`config.mk`:
```
export PLATFORM = sky130hd
export DESIGN_NAME = sram_wait_ctrl
export DESIGN_NICKNAME = d
export VERILOG_FILES = /design/src/rtl/sram_wait_ctrl.sv
export SDC_FILE = /design/constraint.sdc
export NUM_CORES = 1
export LEC_CHECK = 0
export BUFFER_PORTS_ARGS = -buffer_cell sky130_fd_sc_hd__buf_2
export CAP_MARGIN = 20
export CELL_PAD_IN_SITES_DETAIL_PLACEMENT = 0
export CELL_PAD_IN_SITES_GLOBAL_PLACEMENT = 2
export CORE_MARGIN = 5
export CORE_UTILIZATION = 26
export DETAILED_ROUTE_END_ITERATION = 6
export MAX_ROUTING_LAYER = met4
export PLACE_DENSITY = 0.88
export SLEW_MARGIN = 20
export SYNTH_ARGS = -nofsm -noshare
export SYNTH_HDL_FRONTEND = slang
export SYNTH_SLANG_ARGS = --single-unit
```
`constraint.sdc`:
```
create_clock -name clk -period 3.05 [get_ports clk]
set_input_delay 0.1525 -clock clk [delete_from_list [all_inputs] [get_ports clk]]
set_output_delay 0.1525 -clock clk [all_outputs]
set_load 0.01 [all_outputs]
```
`src/rtl/sram_wait_ctrl.sv`:
```
// Async-SRAM controller for the native mem bus: 32-bit window over LANES x16 chips.
// Read/write timing comes from wait-state parameters; all SRAM pins are registered.
module sram_wait_ctrl #(
  parameter int unsigned ADDR_W    = 18,
  parameter int unsigned LANES     = 2,
  parameter logic [31:0] BASE      = 32'h2000_0000,
  parameter logic [31:0] BASE_MASK = 32'hf000_0000,
  parameter int unsigned RD_WAIT   = 1,
  parameter int unsigned WR_SETUP  = 0,
  parameter int unsigned WR_PULSE  = 1,
  parameter int unsigned WR_HOLD   = 0
) (
  input  logic                  clk,
  input  logic                  resetn,
  input  logic                  mem_valid,
  input  logic [31:0]           mem_addr,
  input  logic [31:0]           mem_wdata,
  input  logic [3:0]            mem_wstrb,
  output logic                  mem_ready,
  output logic [31:0]           mem_rdata,
  output logic [ADDR_W-1:0]     sram_addr,
  output logic [16*LANES-1:0]   sram_dq_out,
  output logic                  sram_dq_oe,
  input  logic [16*LANES-1:0]   sram_dq_in,
  output logic                  sram_ce_n,
  output logic                  sram_oe_n,
  output logic [LANES-1:0]      sram_we_n,
  output logic [LANES-1:0]      sram_lb_n,
  output logic [LANES-1:0]      sram_ub_n
);

  typedef enum logic [2:0] {StIdle, StRd, StWsu, StWpl, StWhd, StDone} state_e;

  // Counters hold (cycles - 1); a state is left when its count reaches zero.
  localparam logic [3:0] RdCnt = 4'(RD_WAIT - 1);
  localparam logic [3:0] SuCnt = 4'(WR_SETUP - 1);
  localparam logic [3:0] PlCnt = 4'(WR_PULSE - 1);
  localparam logic [3:0] HdCnt = 4'(WR_HOLD - 1);

  state_e           state_q, state_d;
  logic [3:0]       cnt_q, cnt_d;
  logic [3:0]       wstrb_q, wstrb_d;
  logic             hit, accept;
  logic             ce_n_d, oe_n_d, dq_oe_d, ready_d;
  logic [LANES-1:0] we_n_d, lb_n_d, ub_n_d;

  assign hit    = (mem_addr & BASE_MASK) == BASE;
  assign accept = (state_q == StIdle) && mem_valid && hit && !mem_ready;

  always_comb begin
    state_d = state_q;
    cnt_d   = cnt_q;
    unique case (state_q)
      StIdle: begin
        if (accept) begin
          if (mem_wstrb == 4'b0000) begin
            state_d = StRd;
            cnt_d   = RdCnt;
          end else if (WR_SETUP != 0) begin
            state_d = StWsu;
            cnt_d   = SuCnt;
          end else begin
            state_d = StWpl;
            cnt_d   = PlCnt;
          end
        end
      end
      StRd: begin
        if (cnt_q == 4'd0) state_d = StDone;
        else               cnt_d   = cnt_q - 4'd1;
      end
      StWsu: begin
        if (cnt_q == 4'd0) begin
          state_d = StWpl;
          cnt_d   = PlCnt;
        end else begin
          cnt_d = cnt_q - 4'd1;
        end
      end
      StWpl: begin
        if (cnt_q == 4'd0) begin
          if (WR_HOLD != 0) begin
            state_d = StWhd;
            cnt_d   = HdCnt;
          end else begin
            state_d = StDone;
          end
        end else begin
          cnt_d = cnt_q - 4'd1;
        end
      end
      StWhd: begin
        if (cnt_q == 4'd0) state_d = StDone;
        else               cnt_d   = cnt_q - 4'd1;
      end
      StDone:  state_d = StIdle;
      default: state_d = StIdle;
    endcase
  end

  // Pin values are decoded from the next state so the pins themselves can be flops.
  always_comb begin
    wstrb_d = accept ? mem_wstrb : wstrb_q;
    ce_n_d  = 1'b1;
    oe_n_d  = 1'b0;
    dq_oe_d = 1'b0;
    we_n_d  = '1;
    lb_n_d  = '1;
    ub_n_d  = '1;
    ready_d = (state_d == StDone);
    unique case (state_d)
      StRd: begin
        ce_n_d = 1'b0;
        lb_n_d = '0;
        ub_n_d = '0;
      end
      StWsu, StWpl, StWhd: begin
        ce_n_d  = 1'b0;
        oe_n_d  = 1'b1;
        dq_oe_d = 1'b1;
        for (int k = 0; k < LANES; k++) begin
          lb_n_d[k] = ~wstrb_d[2*k];
          ub_n_d[k] = ~wstrb_d[2*k+1];
          if (state_d == StWpl) we_n_d[k] = ~(wstrb_d[2*k] | wstrb_d[2*k+1]);
        end
      end
      default: ;
    endcase
  end

  always_ff @(posedge clk) begin
    if (!resetn) begin
      state_q     <= StIdle;
      cnt_q       <= 4'd0;
      wstrb_q     <= 4'd0;
      mem_ready   <= 1'b0;
      mem_rdata   <= '0;
      sram_addr   <= '0;
      sram_dq_out <= '0;
      sram_dq_oe  <= 1'b0;
      sram_ce_n   <= 1'b1;
      sram_oe_n   <= 1'b0;
      sram_we_n   <= '1;
      sram_lb_n   <= '1;
      sram_ub_n   <= '1;
    end else begin
      state_q    <= state_d;
      cnt_q      <= cnt_d;
      wstrb_q    <= wstrb_d;
      mem_ready  <= ready_d;
      sram_dq_oe <= dq_oe_d;
      sram_ce_n  <= ce_n_d;
      sram_oe_n  <= oe_n_d;
      sram_we_n  <= we_n_d;
      sram_lb_n  <= lb_n_d;
      sram_ub_n  <= ub_n_d;
      if (accept) begin
        sram_addr   <= mem_addr[ADDR_W+1:2];
        sram_dq_out <= mem_wdata;
      end
      if (state_q == StRd && cnt_q == 4'd0) mem_rdata <= sram_dq_in;
    end
  end

endmodule

```
==> reports/results.ini, run 1 <==
[pwr]
p_int_uw = 2490
ir_worst_vdd_v = 0.000278
finalPower_uw = 3480
p_leak_uw = 0.00222
clock_power_share_pct = 35.7
pwr-share-comb_pct = 20.4
p_switching_uw = 990
pwr-share-seq_pct = 43.9
p_per_area_nw_per_um2 = 679
swShare_pct = 28.4

[synth]
yosysTopAreaCell = dfxtp_1
synth_nets = 554
synth-seq-cells = 102
synth_ff_type = dfxtp_1
synthesis.area_um2 = 3730
netlist_top_cells_area = dfxtp_1 55%, nand2_1 17%, a21oi_1 11%
post_synth_num_cell_types = 40
synth_edf_count = 0
syn_avg_cell_area_um2 = 8.30
ys_seq_area_share_pct = 54.8
ys.warnings.count = 0
ys_async_sr_fraction_pct = 0
synth_cells = 449
netlist.area_leader.share_pct = 54.8

[floorplanning]
die_height_um = 130
core_um2 = 14000
start_util_pct = 26.6
die_area_um2 = 16800
ioPinCount = 195
placement_rows = 43
die_w_um = 130

[cts]
cts-buffers-inserted = 9
cts_resized = 0
clkLatencyLatePin_ps = 340
path_clk_slew_ps = 70
clockRootBuffer = clkbuf_16
clock_sinks = 102
htreeDepth = 3
cts_tree = done
cts_buffer_depth = 2
postCtsSetupRepairBufs = 0
cts_hold_buf = 0

[critical_path]
timing_worst_setup_path_type = flop to flop
start_kind = flop
reg2reg_depth = 5
reg2reg_setup_slack_ps = 630
end_kind = flop
cp_max_fo = 32
cp.required_ps = 3240
r2r_end = sram_addr[17]
r2r_start = state_q[2]
cp-startpoint = state_q[2]
worstPathArrival_ps = 2600

[global_route]
grt_max_degree = 46
antenna_found_initial = 0
gr-total-overflow = 0
grt_pass1_vias = 3455
grtUsageTotal_pct = 12.5
grt_pass1_wl_um = 16500

[layout]
diodes = 0
mostFrequentLayoutCell = buf_2
final_util_pct = 36.6
syn_to_final_growth_pct = 37.5
final_cell_mix = 184 x buf_2, 164 x nand2_1, 102 x dfxtp_1
nets = 725
drive_above_1_share_pct = 35.2

[route]
drcViolationCount = 0
dr_total_vias = 3573
post_drt_wl_per_cell_um = 13.1
antenna_left = 0
drt_iter0_markers = 150
via_per_inst = 4.44
wl_um = 10600
dr.pass1.iters = 4

[place]
portBuffers = 184
place_congestion = 0.751
place_hpwl_um = 7640
preCtsSetupSlack_ps = 634

[min_path]
whs_path_depth = 3
hold_path.class = primary input to flop
hold_path_end = sram_dq_out[11]
min-delay-start = mem_wdata[11]

[flow_run]
drv_cap = 0

[sta]
worst_pin_slew_ps = 797
rsz0062_at_grt = no
post-route-min-period_ps = 2420
setup_slack_ps = 632
slew_headroom_pct = 46.8
fin_tns_setup_ps = 0
finClkSkew_ps = 6.52
hold_viol = 0
fin_crit_sh_pct = 79.3
setup_viol = 0
fmaxAchievable_mhz = 414
slew_viol_final = 0

[run_status]
status = finished clean

power by group through the flow:
stage	Combinational [uW]	Clock [uW]	Sequential, uW
after floorplan	388	0	1610
final	710	1240	1530
after CTS	725	1300	1530
after detailed placement	725	0	1560
after global routing	794	1350	1540
after global placement	713	0	1550
final cells by class:
cell class                      count  area [um^2]
Fill cell                        1465         8860
Tap cell                          180          225
Inverter                            3         11.3
Clock buffer                       11          243
Multi-Input combinational cell    314         1560
Clock inverter                      5         82.6
Timing Repair Buffer              190          966
Sequential cell                   102         2040
kinds of logic (layout without fill, tap and decap cells):
family / after synthesis / count (layout) / share of synthesized area [%]
AO/OA/AOI/OAI: 105 / 105 / 16.0
adder cells (fa/ha/maj): 2 / 2 / 0.671
buffers and inverters: 33 / 209 / 3.83
flip-flops: 102 / 102 / 54.8
multiplexers: 4 / 4 / 1.21
AND/OR/NAND/NOR: 203 / 203 / 23.5
stage by stage:
| step | instance area [um^2] | cells | hold slack (ps) |
|---|---|---|---|
| floorplan | 3730 | 449 | 288 |
| finish | 5120 | 805 | 42.7 |
| global route | 5120 | 805 | 24.1 |
| detailed placement | 4800 | 789 | 399 |
| global placement | 4800 | 789 | 392 |
| CTS | 5120 | 805 | 23.0 |
registers in the layout, indices dropped and copies added (netlist names):
register / flops
mem_ready: 1
sram_lb_n: 2
sram_ce_n: 1
sram_dq_out: 32
sram_ub_n: 2
cnt_q: 4
sram_we_n: 2
sram_oe_n: 1
wstrb_q: 4
mem_rdata: 32
state_q: 3
sram_addr: 18
Yosys cell counts (2+ instances only):
library cell,number
nor2_1,2
o22ai_1,3
a22oi_1,4
nor3_1,4
or2_2,3
nand2_1,164
o21bai_1,2
ha_1,2
and2_1,6
a21oi_1,84
a32o_1,2
nor4bb_1,2
nor3b_1,3
dfxtp_1,102
buf_6,2
clkbuf_1,27
or3_1,6
nand2b_1,2
nor4_1,2
inv_1,3
mux2_2,4
nand4_1,2
worst max-delay path by stage:
| stage | endpoint | slack, ps | cells after the start |
|---|---|---|---|
| floorplan | mem_rdata[22] | 1100 | 8 |
| global placement | sram_dq_out[22] | 660 | 5 |
| detailed placement | sram_addr[17] | 630 | 5 |
| CTS | sram_dq_out[23] | 620 | 5 |
| global route | sram_dq_out[31] | 490 | 5 |
| finish | sram_addr[17] | 630 | 5 |
routing by layer:
layer	wire, um	up-vias	global-route usage (%)
met4	177	0	5.68
met3	970	11	3.19
met5	0	-	-
li1	-	1838	-
met2	4920	124	20.1
met1	4510	1600	14.8
critical path: stages (launching register included):
cell and delay [ps]:
dfxtp_1 370, or4_4 580, or3_2 780, buf_4 360, nand2_1 100, a21oi_1 60
Power figures use the tool's default switching activity.
==> run 2: changes to the inputs <==
--- a/config.mk
+++ b/config.mk
@@ -10,10 +10,10 @@
 export CELL_PAD_IN_SITES_DETAIL_PLACEMENT = 0
 export CELL_PAD_IN_SITES_GLOBAL_PLACEMENT = 2
 export CORE_MARGIN = 5
-export CORE_UTILIZATION = 26
+export CORE_UTILIZATION = 21
 export DETAILED_ROUTE_END_ITERATION = 6
 export MAX_ROUTING_LAYER = met4
-export PLACE_DENSITY = 0.88
+export PLACE_DENSITY = 0.77
 export SLEW_MARGIN = 20
 export SYNTH_ARGS = -nofsm -noshare
 export SYNTH_HDL_FRONTEND = slang
==> constraint.sdc (replaced) <==
create_clock -name clk -period 1.95 [get_ports clk]
set_input_delay 0.0975 -clock clk [delete_from_list [all_inputs] [get_ports clk]]
set_output_delay 0.0975 -clock clk [all_outputs]
set_load 0.01 [all_outputs]
==> run 2 against run 1 <==
  * Register-to-register slack worse by 570 ps
  * Flip-flop and latch count unchanged
  * Cell area grew 22%
  * Hold slack improved by 57 ps
  * Core utilization decreased by 0.76 points
  * Combinational power up 110%
  * Fmax increased by 28%
  * Power up 61%
  * Via count increased by 13%
==> reports/results.ini, run 2 (same netlist as run 1, synthesis figures left out) <==
[critical_path]
worstPathArrival_ps = 2130
reg2reg_setup_slack_ps = 60
path_buf_inv = 0
cp.required_ps = 2190
reg2reg_depth = 4
end_kind = flop
start_kind = flop
crit_chain = or4_4, or3_4, mux2_2, and2_1
r2r_start = state_q[2]
critPathTopFamily = simple AND/OR/NAND/NOR gates
r2r_end = wstrb_q[0]
slowest_delay_ps = 490
timing_worst_setup_path_type = flop to flop
cp.depth = 4
crit_slowest_cell = or3_4
cp_max_fo = 14

[cts]
clockRootBuffer = clkbuf_16
htreeDepth = 3
clkLatencyLatePin_ps = 340
path_clk_slew_ps = 70
cts-buffers-inserted = 9
cts_tree = done
cts_buffer_depth = 2
clock_sinks = 102

[global_route]
grt_pass1_wl_um = 19300
grt.met1_usage_pct = 14.0
grtUsageTotal_pct = 12.0
grt_max_degree = 42
busiest_layer = met2
grt_pass1_vias = 4070
gr-total-overflow = 0
use_met2_pct = 19.9
antenna_found_initial = 0
globalRouteMet3Util_pct = 2.78

[layout]
nets = 828
diodes = 0
final_cell_mix = 184 x buf_2, 164 x nand2_1, 101 x dfxtp_1
mostFrequentLayoutCell = buf_2
syn_to_final_growth_pct = 67.1
fillCellCount = 1778
drive_above_1_share_pct = 33.9
top_regs = mem_rdata x32, sram_dq_out x32, sram_addr x18

[route]
dr_total_vias = 4031
drt_iter0_markers = 133
post_drt_wl_per_cell_um = 12.8
wl_um = 12200
via_per_inst = 4.23
antenna_left = 0
dr.pass1.iters = 5
drcViolationCount = 0

[sta]
hold_viol = 0
worst_pin_slew_ps = 595
whs_ps = 99.9
slew_headroom_pct = 60.0
fmaxAchievable_mhz = 530
finClkSkew_ps = 4.30
fin_crit_sh_pct = 96.8
post-route-min-period_ps = 1890
slew_viol_final = 0
rsz0062_at_grt = yes
setup_viol = 0

[place]
portBuffers = 184
place_congestion = 0.778
place_hpwl_um = 8320

[pwr]
finalPower_uw = 5610
ir_worst_vdd_v = 0.000410
p_per_area_nw_per_um2 = 902
p_leak_uw = 0.00267

[floorplanning]
core_um2 = 17400
die_area_um2 = 20500
ioPinCount = 195
die_w_um = 143
start_util_pct = 21.5
die_height_um = 143
placement_rows = 48

[min_path]
hold_path.class = primary input to flop
hold_path_end = sram_we_n[0]
min-delay-start = mem_wstrb[1]
whs_path_depth = 3

[run_status]
status = finished clean

[flow_run]
drv_cap = 0

-- run 2: changes by cell type in the layout (fill, tap and decap cells not counted), sizes merged --
cell	previous run	this run
clkinv	3	0
clkinvlp	0	2
a31oi	1	2
dlygate4sd3	0	82
bufinv	2	0
buf	190	210
clkbuf	11	14
-- run 2: worst min-delay path: cells and delay by family --
family / cells / cell delay [ps]
and+or+nand+nor: 2 / 190
buffers and inverters: 1 / 100
-- run 2: per-stage QoR --
| step | area (um^2) | setup WS, ps | util (%) | TNS (ps) | cells |
|---|---|---|---|---|---|
| 2_1_floorplan | 3730 | 2.94 | - | 0 | 449 |
| 3_3_place_gp | 5020 | -110 | 28.9 | -4040 | 853 |
| 3_5_place_dp | 5020 | -157 | 28.9 | -6950 | 853 |
| 4_1_cts | 6180 | 4.45 | 35.6 | 0 | 952 |
| 5_1_grt | 6230 | -5.58 | 35.9 | -6.39 | 953 |
| 6_report | 6230 | 62.0 | 35.9 | 0 | 953 |
-- run 2: layout make-up --
type	instances	area, um^2	share of cell area (%)
tap	225	282	4.52
clock inverter	2	15.0	0.241
timing repair buffer	292	1970	31.6
clock buffer	14	274	4.40
sequential	102	2040	32.8
multi-input combinational	315	1630	26.2
inverter	3	11.3	0.181
-- run 2: how the worst max path moves through the flow --
stage	start	endpoint	slack, ps
final	state_q[2]	wstrb_q[0]	60
after global routing	state_q[2]	sram_ub_n[0]	-6
after CTS	cnt_q[0]	mem_rdata[10]	4
after detailed placement	state_q[2]	sram_lb_n[0]	-160
after global placement	state_q[2]	sram_addr[16]	-110
after floorplan	cnt_q[0]	mem_rdata[22]	3
-- run 2: power breakdown --
group	total [uW]	leakage (uW)	switching, uW	internal [uW]
clock	1740	0.000135	770	973
sequential	2380	0.000825	91.8	2290
combinational	1490	0.00171	781	713
-- run 2: timing repair --
| item | 4_1_cts | 5_1_grt |
|---|---|---|
| gates cloned | 1 | 0 |
| hold buffers | 82 | 0 |
| endpoints found under the hold margin | 82 | 0 |
| setup endpoints to repair | 77 | 90 |
| pin swaps | 2 | 4 |
| setup buffers | 0 | 1 |
| resized for setup | 6 | 9 |
-- run 2: routing by layer --
metal	share of wire (%)	routed length, um	up-vias
met2	48	5850	126
li1	-	-	2036
met3	6.6	806	14
met4	1.8	222	0
met1	44	5350	1855
met5	0	0	-
